$ cat src/rtl/ch_unit_pkg.sv
// Shared types and constants for the record stream packer.
// The FSM enum always lists HDR so the encoding is the same with or without headers.
package ch_unit_pkg;

  typedef enum logic [1:0] {
    IDLE  = 2'd0,
    HDR   = 2'd1,
    RUN   = 2'd2,
    FLUSH = 2'd3
  } packer_state_t;

  localparam logic [15:0] HEADER_MAGIC = 16'hCA5E;
  localparam logic [31:0] PAD_WORD     = 32'h0000_0000;

endpackage

$ cat src/rtl/record_stream_packer_if.sv
// AXI4-Stream style output bus of the record stream packer.
interface record_stream_packer_if;

  logic [31:0] m_tdata;
  logic        m_tvalid;
  logic        m_tready;
  logic        m_tlast;

  modport master (output m_tdata, output m_tvalid, output m_tlast, input m_tready);
  modport slave  (input m_tdata, input m_tvalid, input m_tlast, output m_tready);

endinterface

$ cat src/rtl/record_fifo.sv
// First-word fall-through FIFO; pointers and count reset asynchronously,
// the storage array is not reset.
module record_fifo #(
  parameter int unsigned DEPTH = 8,
  parameter int unsigned WIDTH = 33
) (
  input  logic                     clk,
  input  logic                     resetN,
  input  logic                     push,
  input  logic [WIDTH-1:0]         pushData,
  input  logic                     pop,
  output logic [WIDTH-1:0]         popData,
  output logic                     full,
  output logic                     empty,
  output logic [$clog2(DEPTH):0]   count
);

  localparam int unsigned AW = $clog2(DEPTH);

  logic [WIDTH-1:0] mem [DEPTH];
  logic [AW-1:0]    wrPtr;
  logic [AW-1:0]    rdPtr;
  logic             doPush;
  logic             doPop;

  assign empty   = (count == '0);
  assign full    = (count == (AW+1)'(DEPTH));
  assign doPop   = pop && !empty;
  // A push into a full FIFO is legal when a pop frees the slot in the same cycle.
  assign doPush  = push && (!full || doPop);
  assign popData = mem[rdPtr];

  always_ff @(posedge clk) begin
    if (doPush) mem[wrPtr] <= pushData;
  end

  always_ff @(posedge clk or negedge resetN) begin
    if (!resetN) begin
      wrPtr <= '0;
      rdPtr <= '0;
      count <= '0;
    end else begin
      if (doPush) wrPtr <= wrPtr + 1'b1;
      if (doPop)  rdPtr <= rdPtr + 1'b1;
      case ({doPush, doPop})
        2'b10:   count <= count + 1'b1;
        2'b01:   count <= count - 1'b1;
        default: count <= count;
      endcase
    end
  end

endmodule

$ cat src/rtl/record_stream_packer.sv
// Captures record-unit words on dataValid rising edges and emits them as framed
// stream beats. Define RECORD_PACKER_HEADER_EN to prefix each frame with a header word.
module record_stream_packer
  import ch_unit_pkg::*;
#(
  parameter int unsigned DEPTH       = 8,
  parameter int unsigned FRAME_WORDS = 256
) (
  input  logic                          clk,
  input  logic                          resetN,
  input  logic                          enable,
  input  logic [31:0]                   recordedData,
  input  logic                          dataValid,
  record_stream_packer_if.master        m,
  output logic [15:0]                   overflowCount,
  output logic [15:0]                   frameSeq
);

  localparam int unsigned AW = $clog2(DEPTH);
  localparam int unsigned CW = $clog2(FRAME_WORDS);

  packer_state_t  state;
  packer_state_t  nextState;
  logic           dvPrev;
  logic [CW-1:0]  wrWordCnt;
  logic           capture;
  logic           lastWord;
  logic           space;
  logic           push;
  logic [32:0]    pushData;
  logic           dataPush;
  logic           padPush;
  logic           overflowEv;
  logic           pop;
  logic [32:0]    popWord;
  logic           fifoFull;
  logic           fifoEmpty;
  logic [AW:0]    fifoCount;

  assign capture  = dataValid && !dvPrev && enable;
  assign lastWord = (wrWordCnt == CW'(FRAME_WORDS - 1));
  assign pop      = !fifoEmpty && m.m_tready;
  assign space    = !fifoFull || pop;

  assign m.m_tvalid = !fifoEmpty;
  assign m.m_tdata  = fifoEmpty ? '0 : popWord[31:0];
  assign m.m_tlast  = fifoEmpty ? 1'b0 : popWord[32];

  record_fifo #(
    .DEPTH (DEPTH),
    .WIDTH (33)
  ) u_fifo (
    .clk      (clk),
    .resetN   (resetN),
    .push     (push),
    .pushData (pushData),
    .pop      (pop),
    .popData  (popWord),
    .full     (fifoFull),
    .empty    (fifoEmpty),
    .count    (fifoCount)
  );

  always_comb begin
    assert (fifoFull == (fifoCount == (AW+1)'(DEPTH)));
  end

  always_comb begin
    nextState  = state;
    push       = 1'b0;
    pushData   = '0;
    dataPush   = 1'b0;
    padPush    = 1'b0;
    overflowEv = 1'b0;
    case (state)
      IDLE: begin
`ifdef RECORD_PACKER_HEADER_EN
        if (enable) nextState = HDR;
`else
        if (enable) nextState = RUN;
`endif
      end
`ifdef RECORD_PACKER_HEADER_EN
      HDR: begin
        if (capture) overflowEv = 1'b1;
        if (!enable) begin
          nextState = IDLE;
        end else if (space) begin
          push      = 1'b1;
          pushData  = {1'b0, HEADER_MAGIC, frameSeq};
          nextState = RUN;
        end
      end
`endif
      RUN: begin
        if (!enable) begin
          nextState = (wrWordCnt == '0) ? IDLE : FLUSH;
        end else if (capture) begin
          if (space) begin
            push     = 1'b1;
            dataPush = 1'b1;
            pushData = {lastWord, recordedData};
`ifdef RECORD_PACKER_HEADER_EN
            if (lastWord) nextState = HDR;
`endif
          end else begin
            overflowEv = 1'b1;
          end
        end
      end
      FLUSH: begin
        if (space) begin
          push      = 1'b1;
          padPush   = 1'b1;
          pushData  = {1'b1, PAD_WORD};
          nextState = IDLE;
        end
      end
      default: nextState = IDLE;
    endcase
  end

  always_ff @(posedge clk or negedge resetN) begin
    if (!resetN) begin
      state         <= IDLE;
      dvPrev        <= 1'b0;
      wrWordCnt     <= '0;
      frameSeq      <= '0;
      overflowCount <= '0;
    end else begin
      state  <= nextState;
      dvPrev <= dataValid;
      if (dataPush) begin
        wrWordCnt <= lastWord ? '0 : wrWordCnt + 1'b1;
      end else if (padPush) begin
        wrWordCnt <= '0;
      end
      if ((dataPush && lastWord) || padPush) frameSeq <= frameSeq + 1'b1;
      if (overflowEv && (overflowCount != '1)) overflowCount <= overflowCount + 1'b1;
    end
  end

endmodule

$ cat src/flat_wrapper.sv
// flat-port wrapper written by rule: the top's interface ports become plain ports
module record_stream_packer_flat import ch_unit_pkg::*;
#(
  parameter int unsigned DEPTH       = 8,
  parameter int unsigned FRAME_WORDS = 256
)
  (clk, resetN, enable, recordedData, dataValid, overflowCount, frameSeq, m_m_tdata, m_m_tvalid, m_m_tlast, m_m_tready);
  record_stream_packer_if m_i ();
  input  logic clk;
  input  logic resetN;
  input  logic enable;
  input  logic [31:0] recordedData;
  input  logic dataValid;
  output logic [15:0] overflowCount;
  output logic [15:0] frameSeq;
  output wire logic [$bits(m_i.m_tdata)-1:0] m_m_tdata;
  output wire logic [$bits(m_i.m_tvalid)-1:0] m_m_tvalid;
  output wire logic [$bits(m_i.m_tlast)-1:0] m_m_tlast;
  input wire logic [$bits(m_i.m_tready)-1:0] m_m_tready;
  assign m_m_tdata = m_i.m_tdata;
  assign m_m_tvalid = m_i.m_tvalid;
  assign m_m_tlast = m_i.m_tlast;
  assign m_i.m_tready = m_m_tready;
  record_stream_packer #(.DEPTH(DEPTH), .FRAME_WORDS(FRAME_WORDS)) u_core (.clk(clk), .resetN(resetN), .enable(enable), .recordedData(recordedData), .dataValid(dataValid), .m(m_i), .overflowCount(overflowCount), .frameSeq(frameSeq));
endmodule
$ cat config.mk
export PLATFORM = sky130hd
export DESIGN_NAME = record_stream_packer_flat
export DESIGN_NICKNAME = d
export VERILOG_FILES = /design/src/rtl/ch_unit_pkg.sv /design/src/rtl/record_stream_packer_if.sv /design/src/rtl/record_fifo.sv /design/src/rtl/record_stream_packer.sv /design/src/flat_wrapper.sv
export SDC_FILE = /design/constraint.sdc
export NUM_CORES = 1
export LEC_CHECK = 0
export ABC_AREA = 0
export ABC_CLOCK_PERIOD_IN_PS = 14790
export BUFFER_PORTS_ARGS = -buffer_cell sky130_fd_sc_hd__buf_4
export CAP_MARGIN = 20
export CORE_MARGIN = 4
export CORE_UTILIZATION = 64
export CTS_CLUSTER_DIAMETER = 60
export DETAILED_ROUTE_END_ITERATION = 16
export PLACE_DENSITY = 0.84
export SYNTH_ARGS = -nofsm -noshare
export SYNTH_HDL_FRONTEND = slang
export SYNTH_HIERARCHICAL = 1
export SYNTH_SLANG_ARGS = --single-unit
$ cat constraint.sdc
create_clock -name clk -period 14.79 [get_ports clk]
set_input_delay 0.7395 -clock clk [delete_from_list [all_inputs] [get_ports clk]]
set_output_delay 0.7395 -clock clk [all_outputs]
set_load 0.01 [all_outputs]
---- Word-level counts from Yosys, hierarchy flattened ----
Memories as Yosys holds them, arrays and structs flattened.
Cells that the tools add are included.
storage, ports and cells
  register bits after elaboration ......... 53
  RAM bits ................................ 264
  input bits .............................. 37
  output and inout bits ................... 66
  word-level logic and storage cells ...... 73
  memories ................................ 1
operators by class
  add/sub/neg operators ................... 7
  eq/ne operators ......................... 10
  multiplexer cells ....................... 28
  reduce and logical (&&, ||, !) cells .... 19
memory list
  name               depth  width  rd ports  clocked after memory_dff  write ports  RTL line           RTL
  u_core.u_fifo.mem  8      33     1         0                         1            record_fifo.sv:20  logic [WIDTH-1:0] mem [DEPTH];
operators with widths
  kind                                               number
  2-to-1 mux 33 bit                                  4
  case mux 33 bit (2 select lines)                   1
  adder 16 x 1 -> 16 bit (second input constant)     2
  2-to-1 mux 32 bit                                  1
  2-to-1 mux 8 bit                                   3
  inequality test 16 bit (second input constant)     1
  2-to-1 mux 1 bit                                   12
  adder 8 x 1 -> 8 bit (second input constant)       1
  equality test 8 bit (second input constant)        1
  logical NOT 8 bit                                  1
  2-to-1 mux 2 bit                                   4
  case mux 4 bit (2 select lines)                    1
  logical AND 1 bit                                  7
  adder 3 x 1 -> 3 bit (second input constant)       2
  equality test 2 bit (second input constant)        3
  case mux 2 bit (3 select lines)                    1
  adder 4 x 1 -> 4 bit (second input constant)       1
  equality test 4 bit (second input constant)        1
  logical NOT 4 bit                                  1
  inequality test 2 bit (second input constant)      2
  nonzero test 2 bit                                 2
  subtractor 4 x 1 -> 4 bit (second input constant)  1
  logical NOT 1 bit                                  3
  logical OR 1 bit                                   3
  other kinds (5)                                    5

---- Logic depth before layout (Yosys ltp) ----
Gate-level depths: netlist (run 1).
  word-level depth ........................ 11
  mapped depth ............................ 15
  mapped depth without buffers ............ 13

---- Hierarchy ----
The synthesis (run 1) kept the hierarchy.
modules (own cells, without submodules)
  module                instances  cells each  area each (sq um)  sequential area each (sq um)
  record_fifo           1          453         10,676.5           8,177.8
  record_stream_packer  1          279         2,567.5            1,076.0

---- Worst setup path before layout (run 1) ----
Ideal clock, no wire load.
  path type ............................... register to register
  start ................................... register u_core.u_fifo.count[1]
  end ..................................... memory u_core.u_fifo.mem[0][0], enable pin
  library setup time ...................... 464 ps
  arrival ................................. 4,248 ps
  required time ........................... 14,326 ps
  path slack .............................. 10,078 ps
  stages on the path, launching flop included .. 12
  buffers on the path ..................... 2
  clock period less this slack ............ 4,712 ps
  cells stage by stage .................... dfrtp_1 > or3_1 > buf_2 > nor2_1 > nand2b_4 > inv_2 > o221ai_1 > inv_2 > clkbuf_1 > o21a_1 > nand2b_1 > nor3_1
between the ends
  longest elaborated chain between the ends .. 11
  elaborated cells between the ends (all ways) .. 15
  classes of those cells .................. eq/ne (1); mux (6); reduce/logical (8)
RTL lines
  what                                        RTL line                                                 RTL
  start: declaration                          record_fifo.sv:15                                        output logic [$clog2(DEPTH):0] count
  start signal: assignment                    record_fifo.sv:46                                        2'b10: count <= count + 1'b1;
  start signal: assignment                    record_fifo.sv:47                                        2'b01: count <= count - 1'b1;
  start signal: assignment                    record_fifo.sv:48                                        default: count <= count;
  logical NOT 4 bit (*)                       record_fifo.sv:26                                        assign empty = (count == '0);
  net u_core.fifoEmpty                        record_stream_packer.sv:37                               logic fifoEmpty;
  logical NOT 1 bit (*)                       record_stream_packer.sv:42                               assign pop = !fifoEmpty && m.m_tready;
  logical AND 1 bit (*)                       record_stream_packer.sv:42
  net u_core.pop                              record_stream_packer.sv:34                               logic pop;
  logical OR 1 bit (*)                        record_stream_packer.sv:43                               assign space = !fifoFull || pop;
  2-to-1 mux 1 bit (*)                        record_stream_packer.sv:99, record_stream_packer.sv:112
  2-to-1 mux 1 bit                            record_stream_packer.sv:98                               end else if (capture) begin
  2-to-1 mux 1 bit                            record_stream_packer.sv:96                               if (!enable) begin
  case mux 1 bit (2 select lines) (*)         record_stream_packer.sv:75                               case (state)
  net u_core.push                             record_stream_packer.sv:29                               logic push;
  logical AND 1 bit (*)                       record_fifo.sv:30                                        assign doPush = push && (!full || doPop);
  2-to-1 mux 1 bit (*)                        record_fifo.sv:34                                        if (doPush) mem[wrPtr] <= pushData;
  2-to-1 mux 1 bit (implied by the code) (*)  record_fifo.sv:34
  end: declaration                            record_fifo.sv:20
The timed path passes the listed nets; every way through them passes the cells marked *.

---- Final worst setup path (run 1) ----
  start ................................... register u_core.u_fifo.count[1]
  end ..................................... register u_core.u_fifo.count[3]
between the ends
  longest elaborated chain between the ends .. 11
  elaborated cells between the ends (all ways) .. 19
  classes of those cells .................. add/sub (2); eq/ne (3); mux (5); reduce/logical (9)
RTL lines
  what                                                                          RTL line                                                 RTL
  logical NOT 4 bit (*)                                                         record_fifo.sv:26
  net u_core.fifoEmpty                                                          record_stream_packer.sv:37
  logical NOT 1 bit (*)                                                         record_stream_packer.sv:42
  logical AND 1 bit (*)                                                         record_stream_packer.sv:42
  net u_core.pop                                                                record_stream_packer.sv:34
  logical OR 1 bit (*)                                                          record_stream_packer.sv:43
  2-to-1 mux 1 bit (*)                                                          record_stream_packer.sv:99, record_stream_packer.sv:112
  2-to-1 mux 1 bit                                                              record_stream_packer.sv:98
  2-to-1 mux 1 bit                                                              record_stream_packer.sv:96
  case mux 1 bit (2 select lines) (*)                                           record_stream_packer.sv:75
  net u_core.push                                                               record_stream_packer.sv:29
  logical AND 1 bit (*)                                                         record_fifo.sv:30
  equality test 2 x 1 -> 1 bit / equality test 2 bit (equally long branches)    record_fifo.sv:45                                        case ({doPush, doPop})
  case mux 4 bit (2 select lines) / nonzero test 2 bit (equally long branches)  --
Marks and branches as above.
A chain may end at the register's enable or synchronous reset.

==> metrics.cfg, run 1 <==
[setup_path]
r2r-end=u_core/u_fifo/count[3]
r2r_start=u_core/u_fifo/count[1]
worstSetupEndpoint=u_core/u_fifo/count[3]
cp-startpoint=u_core/u_fifo/count[1]
crit_path_max_fanout=35
critPathCaptureType=register
r2r_cells=13
required_ps=15280
cp-start-kind=register
critPathKind=reg -> reg
r2r_slack_ps=10120
crit_arrival_ps=5150

[clocking]
clk_path_buf_depth=3
cts.sink_count=317
ctsResizeCount=0
cts_buffers=31
cts_setup_buffers=0
cts_tree=built
hold_buffers=0
root_buffer=clkbuf_16
clk_latency_ps=560
htreeDepth=1
clk_pin_slew_ps=60

[detailed_routing]
ant_nets=0
drt_first_iter_violations=493
via_count=6942
drt-pass1-iter-count=5
drc=0
routed_wl_um=25500
vias_per_cell=6.07
drt-met1-wl_um=10100
dr_wl_met3_um=1720
wl_met2_um=13200
top_layer=met4
wl_per_cell_um=22.3

[yosys]
synth_edf_count=264
synth-seq-area-share_pct=69.9
synth_top_cells_by_count=edfxtp_1 (264), mux4_2 (66), dfrtp_1 (53)
ys_types=52
synth_area_leaders=edfxtp_1 (60%), mux4_2 (11%), dfrtp_1 (10%), mux2_4 (2.6%), and2_1 (1.6%)
ys.flop_type=edfxtp_1
ys_ff_latch=317
yosysWarnings=6
synth_most_common_cell=edfxtp_1
synthCells=732
yosys.area.top_type=edfxtp_1
yosysTopAreaCellShare_pct=59.9
avgSynthCellArea_sq_um=18.1
synth_nets=778
async_flop_share_pct=16.7
synth_area_sq_mm=0.0132

[flow_run]
cap_viol_max_count=0

[sta]
setup_viol=0
slew_viol_final=0
fin_crit_sh_pct=31.5
tightest_slew_ps=1020
hold_viol=0
fin_ws_ps=10120
rsz0062_at_grt=false
skew_ps=12.6
period_minus_slack_ps=4670
maxSlewHeadroom_pct=31.7
fin_setup_tns_ps=0
fmax_mhz=214

[floorplanning]
start_util_pct=65.2
fp.dieH_um=152
die-area_sq_mm=0.0231
num_rows=52
ios=103
core_area_sq_mm=0.0203
chipWidth_um=152

[placement]
dp_slack_ps=10180
dp.cells=1084
port_buffers=102
dpl.hpwl_um=14700
dpl_cell_area_sq_mm=0.0143
gp_congestion=0.859

[cells_and_area]
fin_cells=1143
area_delta_synth_final_pct=16.4
design_area_sq_mm=0.0154
layout-drive-gt1-share_pct=33.7
n_antenna_cell=0
nets=895

[power_and_ir_drop]
switchingPower_mw=0.769
max-vdd-ir-drop_mv=0.112
pwr-share-comb_pct=30.8
p_clk_share_pct=28.8
swShare_pct=28.2
leakage_nw=5.70
p_int_mw=1.96
p_seq_share_pct=40.4
power.density_mw_per_mm2=177

[global_route]
antenna_found_initial=0
grt_pass1_wl_um=41400
grt_pass1_vias=7604
gr-total-overflow=0
grt_max_degree=54
grt_use_total_pct=22.5

[worst_hold_path]
hold_class=in -> async

[status]
status=complete, no violations

==> cell usage in the layout, fill, tap and decap left out, types with 3 or more instances in the layout <==
master / Yosys / layout
clkbuf_16: 0 / 33
inv_1: 10 / 10
and2b_1: 4 / 4
nand2b_1: 5 / 5
nor4_1: 5 / 5
dfrtp_1: 53 / 50
ha_1: 8 / 8
buf_4: 0 / 112
nor2_4: 0 / 7
and2_1: 34 / 34
a21oi_1: 4 / 4
inv_2: 3 / 3
clkinv_1: 0 / 4
nor3_1: 7 / 5
mux4_2: 66 / 66
nand2_1: 32 / 32
mux2_2: 14 / 14
nor2b_1: 30 / 30
nor2_1: 14 / 7
o21ai_0: 11 / 11
edfxtp_1: 264 / 264
clkinv_2: 0 / 8
mux2_4: 23 / 23
nor3_2: 2 / 4
nand4_1: 9 / 9
and4_1: 3 / 3
xor2_1: 14 / 14
clkbuf_8: 0 / 4
a211o_1: 4 / 4
and3_1: 10 / 10
nand3_1: 21 / 21
xnor2_1: 22 / 22
==> per-layer routing <==
layer,global-route usage [%],vias to the layer above
li1,-,3089
met3,3.61,39
met1,29.5,3530
met2,40.2,284
met4,5.14,0
met5,0,-
==> worst max-delay path: stages (launching register included) <==
cell      delay [ps]
dfrtp_1          400
or3_1            550
nor2_4           810
nand2b_4         330
inv_2            100
o221ai_1         520
inv_2            230
or2_2            370
inv_1             80
ha_1             250
or2_2            300
a21oi_1          290
mux2i_1          230
nand3b_1         130
==> state kept, by name, summed over array words and instances (netlist names) <==
name	cells
u_core/u_fifo/mem	264
u_core/frameSeq	16
u_core/overflowCount	16
u_core/wrWordCnt	8
u_core/u_fifo/count	4
u_core/u_fifo/rdPtr	3
u_core/u_fifo/wrPtr	3
u_core/state	2
u_core/dvPrev	1
==> power groups by stage <==
| stage | registers [mW] | clock network, mW | logic [mW] |
|---|---|---|---|
| 3_5_place_dp | 1.12 | 0 | 0.844 |
| 6_report | 1.10 | 0.785 | 0.840 |
| 2_1_floorplan | 1.08 | 0 | 0.628 |
| 4_1_cts | 1.10 | 0.799 | 0.852 |
| 5_1_grt | 1.11 | 0.840 | 0.905 |
| 3_3_place_gp | 1.11 | 0 | 0.814 |
==> cells by family after synthesis <==
| family | count (synthesis) | share of synthesized area, % |
|---|---|---|
| AOI/OAI and AO/OA | 35 | 1.79 |
| xor gates and xnor gates | 36 | 2.38 |
| adders and majority gates | 9 | 0.907 |
| buffers and inverters | 43 | 1.83 |
| DFF | 317 | 69.9 |
| muxes | 106 | 15.3 |
| and+or+nand+nor | 186 | 7.95 |
==> worst min path at each step <==
| stage | start | endpoint | slack [ps] |
|---|---|---|---|
| after global placement | u_core/u_fifo/rdPtr[2] | u_core/u_fifo/rdPtr[2] | 450 |
| after detailed placement | u_core/u_fifo/rdPtr[2] | u_core/u_fifo/rdPtr[2] | 460 |
| final | resetN | u_core/frameSeq[10] | 210 |
| after global routing | resetN | u_core/frameSeq[8] | 250 |
| after floorplan | resetN | u_core/dvPrev | 440 |
| after CTS | resetN | u_core/frameSeq[2] | 220 |
==> cell type report <==
class	count	area, sq um
sequential	317	9260
fill	1169	4890
multi-input combinational	372	3820
timing repair buffer	114	896
clock buffer	39	888
tap	270	338
clock inverter	18	158
inverter	13	48.8
==> through the flow <==
stage / power, mW / hold slack, ps / utilization (%)
after detailed placement: 1.96 / 458 / 70.5
after CTS: 2.75 / 221 / 75.6
after floorplan: 1.71 / 444 / -
final: 2.73 / 208 / 75.9
after global routing: 2.85 / 245 / 75.9
after global placement: 1.93 / 452 / 70.5
Note: power is estimated with default switching activity, not from simulation.
==> run 2: changes to the inputs <==
- ABC_AREA: 0 -> 1
- ABC_CLOCK_PERIOD_IN_PS: 14790 -> 4500
- CORE_UTILIZATION: 64 -> 60
- PLACE_DENSITY: 0.84 -> 0.79
- clock period: 14.79 -> 4.5 ns (I/O delays scaled with it)
==> run 2 against run 1 <==
Against the previous run: synthesized area is 6.7% higher; synthesized cell count up 83%; sequential cell count unchanged; register-to-register slack lost 8800 ps; combinational power grew to 4.1 times the previous value.
==> metrics.cfg, run 2 <==
[placement]
dp.cells=1716  ; +58%
dpl_cell_area_sq_mm=0.0152  ; +5.9%
dpl.hpwl_um=17600  ; +19%
gp_congestion=0.855  ; -0.41%
port_buffers=102  ; unchanged
dp_slack_ps=1360  ; -8830 ps

[cells_and_area]
largest_registers=u_core/u_fifo/mem x264, u_core/frameSeq x16, u_core/overflowCount x16
design_area_sq_mm=0.0162  ; +5.3%
layout_commonest_cell=nand2_1
largest_register_ffs=264  ; unchanged
largest_register=u_core/u_fifo/mem
n_antenna_cell=0  ; unchanged
fin_cells=1776  ; +55%
fillCellCount=1601  ; +37%
nets=1485  ; +66%
fin_util_pct=70.8  ; -5.1 points
area_delta_synth_final_pct=14.9
layout-drive-gt1-share_pct=14.3  ; -19 points
layout_common_cells=nand2_1 (273), edfxtp_1 (264), nor2_1 (241)

[global_route]
antenna_found_initial=0  ; unchanged
grt_use_total_pct=23.0  ; +0.50 points
grt_max_degree=134  ; +150%
grt_pass1_vias=9625  ; +27%
grt_pass1_wl_um=48600  ; +17%
gr-total-overflow=0  ; unchanged

[status]
status=complete, no violations

[yosys]
yosys.area.top_type=edfxtp_1
ys.flop_type=edfxtp_1
ys_types=37  ; -29%
synth_most_common_cell=nand2_1
yosysTopAreaCellShare_pct=56.1  ; -3.8 points
synth_nets=1386  ; +78%
synth_edf_count=264  ; unchanged
synth_area_sq_mm=0.0141  ; +6.7%
yosysWarnings=6  ; unchanged
synth-seq-area-share_pct=65.5  ; -4.4 points
async_flop_share_pct=16.7  ; unchanged
synth_area_leaders=edfxtp_1 (56%), dfrtp_1 (9.4%), nand2_1 (7.3%), nor2_1 (6.5%), o21ai_0 (4.0%)
synthCells=1340  ; +83%
synth_top_cells_by_count=nand2_1 (273), edfxtp_1 (264), nor2_1 (245)
ys_ff_latch=317  ; unchanged
avgSynthCellArea_sq_um=10.5  ; -42%

[setup_path]
cp-startpoint=u_core/u_fifo/count[0]
critPathKind=reg -> reg
max_stage_delay_ps=450  ; -360 ps
worstSetupEndpoint=u_core/u_fifo/mem[6][18]
cp-start-kind=register
crit_arrival_ps=3370  ; -1780 ps
critPathSlowestCell=nor2_4
crit_top_cell=nand2_4
r2r_start=u_core/u_fifo/count[0]
required_ps=4720  ; -10560 ps
crit_path_max_fanout=37  ; +5.7%
r2r_cells=9  ; -4
r2r-end=u_core/u_fifo/mem[6][18]
r2r_slack_ps=1350  ; -8780 ps
critPathCaptureType=register
crit_chain=nor2_1 > nand2_2 > inv_1 > o21ai_4 > nand2_4 > nand2_4 > nand3_1 > nor2_4 > buf_4

[clocking]
clk_path_buf_depth=3  ; unchanged
clk_pin_slew_ps=60  ; about the same
clk_latency_ps=560  ; about the same
root_buffer=clkbuf_16
htreeDepth=1  ; unchanged
cts_buffers=31  ; unchanged
cts_tree=built
cts.sink_count=317  ; unchanged

[sta]
setup_viol=0  ; unchanged
rsz0062_at_grt=false
fmax_mhz=317  ; +48%
tightest_slew_ps=797  ; -227 ps
fin_ws_ps=1350  ; -8780 ps
fin_crit_sh_pct=70.0  ; +38 points
hold_viol=0  ; unchanged
maxSlewHeadroom_pct=46.9  ; +15 points
skew_ps=14.6  ; +1.99 ps
period_minus_slack_ps=3150  ; -1510 ps
fin_setup_tns_ps=0  ; unchanged
slew_viol_final=0  ; unchanged

[floorplanning]
fp.dieH_um=161  ; +6.3%
chipWidth_um=161  ; +6.3%
ios=103  ; unchanged
start_util_pct=61.7  ; -3.6 points
die-area_sq_mm=0.0261  ; +13%
num_rows=55  ; +5.8%
core_area_sq_mm=0.0229  ; +13%

[detailed_routing]
drt-pass1-iter-count=5  ; unchanged
ant_nets=0  ; unchanged
drc=0  ; unchanged
via_count=9906  ; +43%
routed_wl_um=30500  ; +19%
wl_per_cell_um=17.2  ; -23%
drt_first_iter_violations=888  ; +80%
vias_per_cell=5.58  ; -8.2%

[flow_run]
cap_viol_max_count=0  ; unchanged

[power_and_ir_drop]
leakage_nw=6.71  ; +18%
power.density_mw_per_mm2=603  ; +240%
max-vdd-ir-drop_mv=0.405  ; +260%

[worst_hold_path]
hold_class=in -> reg

==> run 2: changes by cell type in the layout (fill, tap and decap cells not counted), sizes merged, moves of 31 or more <==
| cell | change |
|---|---|
| and2 | -34 |
| inv | +109 |
| mux2 | -37 |
| mux2i | +31 |
| mux4 | -66 |
| nand2 | +250 |
| nor2 | +235 |
| o21ai | +143 |
| o22ai | +32 |
==> run 2: layer usage <==
| metal | share of wire [%] | global-route usage, % | vias up |
|---|---|---|---|
| li1 | - | - | 4696 |
| met1 | 40 | 30.3 | 4748 |
| met2 | 51 | 39.7 | 398 |
| met3 | 6.9 | 3.24 | 64 |
| met4 | 2.4 | 7.44 | 0 |
| met5 | 0 | 0 | - |
==> run 2: cell type report <==
type	instances	area [sq um]	area share, %
Sequential cell	317	9260	57.1
Multi-Input combinational cell	842	4080	25.1
Timing Repair Buffer	123	993	6.12
Clock buffer	35	821	5.06
Inverter	124	465	2.87
Tap cell	313	392	2.41
Clock inverter	22	221	1.36
==> run 2: report_power, final <==
| group | internal (mW) | switching [mW] |
|---|---|---|
| sequential | 3.49 | 0.272 |
| clock | 1.49 | 1.08 |
| combinational | 1.29 | 2.16 |
==> run 2: how the worst min path moves through the flow <==
stage               cells past startpoint             start                       end  slack [ps]
floorplan                               0            resetN             u_core/dvPrev         -70
CTS                                     3  recordedData[26]  u_core/u_fifo/mem[2][26]          70
global route                            3  recordedData[25]  u_core/u_fifo/mem[1][25]         100
detailed placement                      1            resetN       u_core/frameSeq[14]         310
global placement                        1            resetN       u_core/frameSeq[14]         320
finish                                  3  recordedData[25]  u_core/u_fifo/mem[2][25]          90
==> run 2: per-stage QoR <==
step                      hold slack (ps)  total power, mW
after CTS                            74.5             9.84
final                                92.2             9.78
after floorplan                     -70.6             6.12
after global routing                  103             10.4
after global placement                317             7.10
after detailed placement              314             7.22
==> run 2: repair_timing <==
| item | CTS | global route |
|---|---|---|
| endpoints found under the hold margin | 56 | 0 |
| endpoints found under the setup margin | 0 | 0 |
| buffers inserted | 0 | 0 |
| gates resized for setup | 0 | 0 |
| hold buffers | 3 | 0 |
==> run 2: kinds of logic after synthesis <==
group / Yosys count / share of synthesized area, %
buffers and inverters: 181 / 6.01
adder cells (fa/ha/maj): 9 / 0.850
multiplexers: 34 / 2.42
flip-flops: 317 / 65.5
AO/OA/AOI/OAI: 194 / 7.46
AND/OR/NAND/NOR: 587 / 16.7
XOR/XNOR: 18 / 1.12
==> run 2: critical path: cells and delay by family, from the launching register on <==
| kind | cells | cell delay [ps] |
|---|---|---|
| buffers and inverters | 2 | 520 |
| DFF | 1 | 400 |
| and+or+nand+nor | 6 | 1660 |
| AOI/OAI and AO/OA | 1 | 230 |
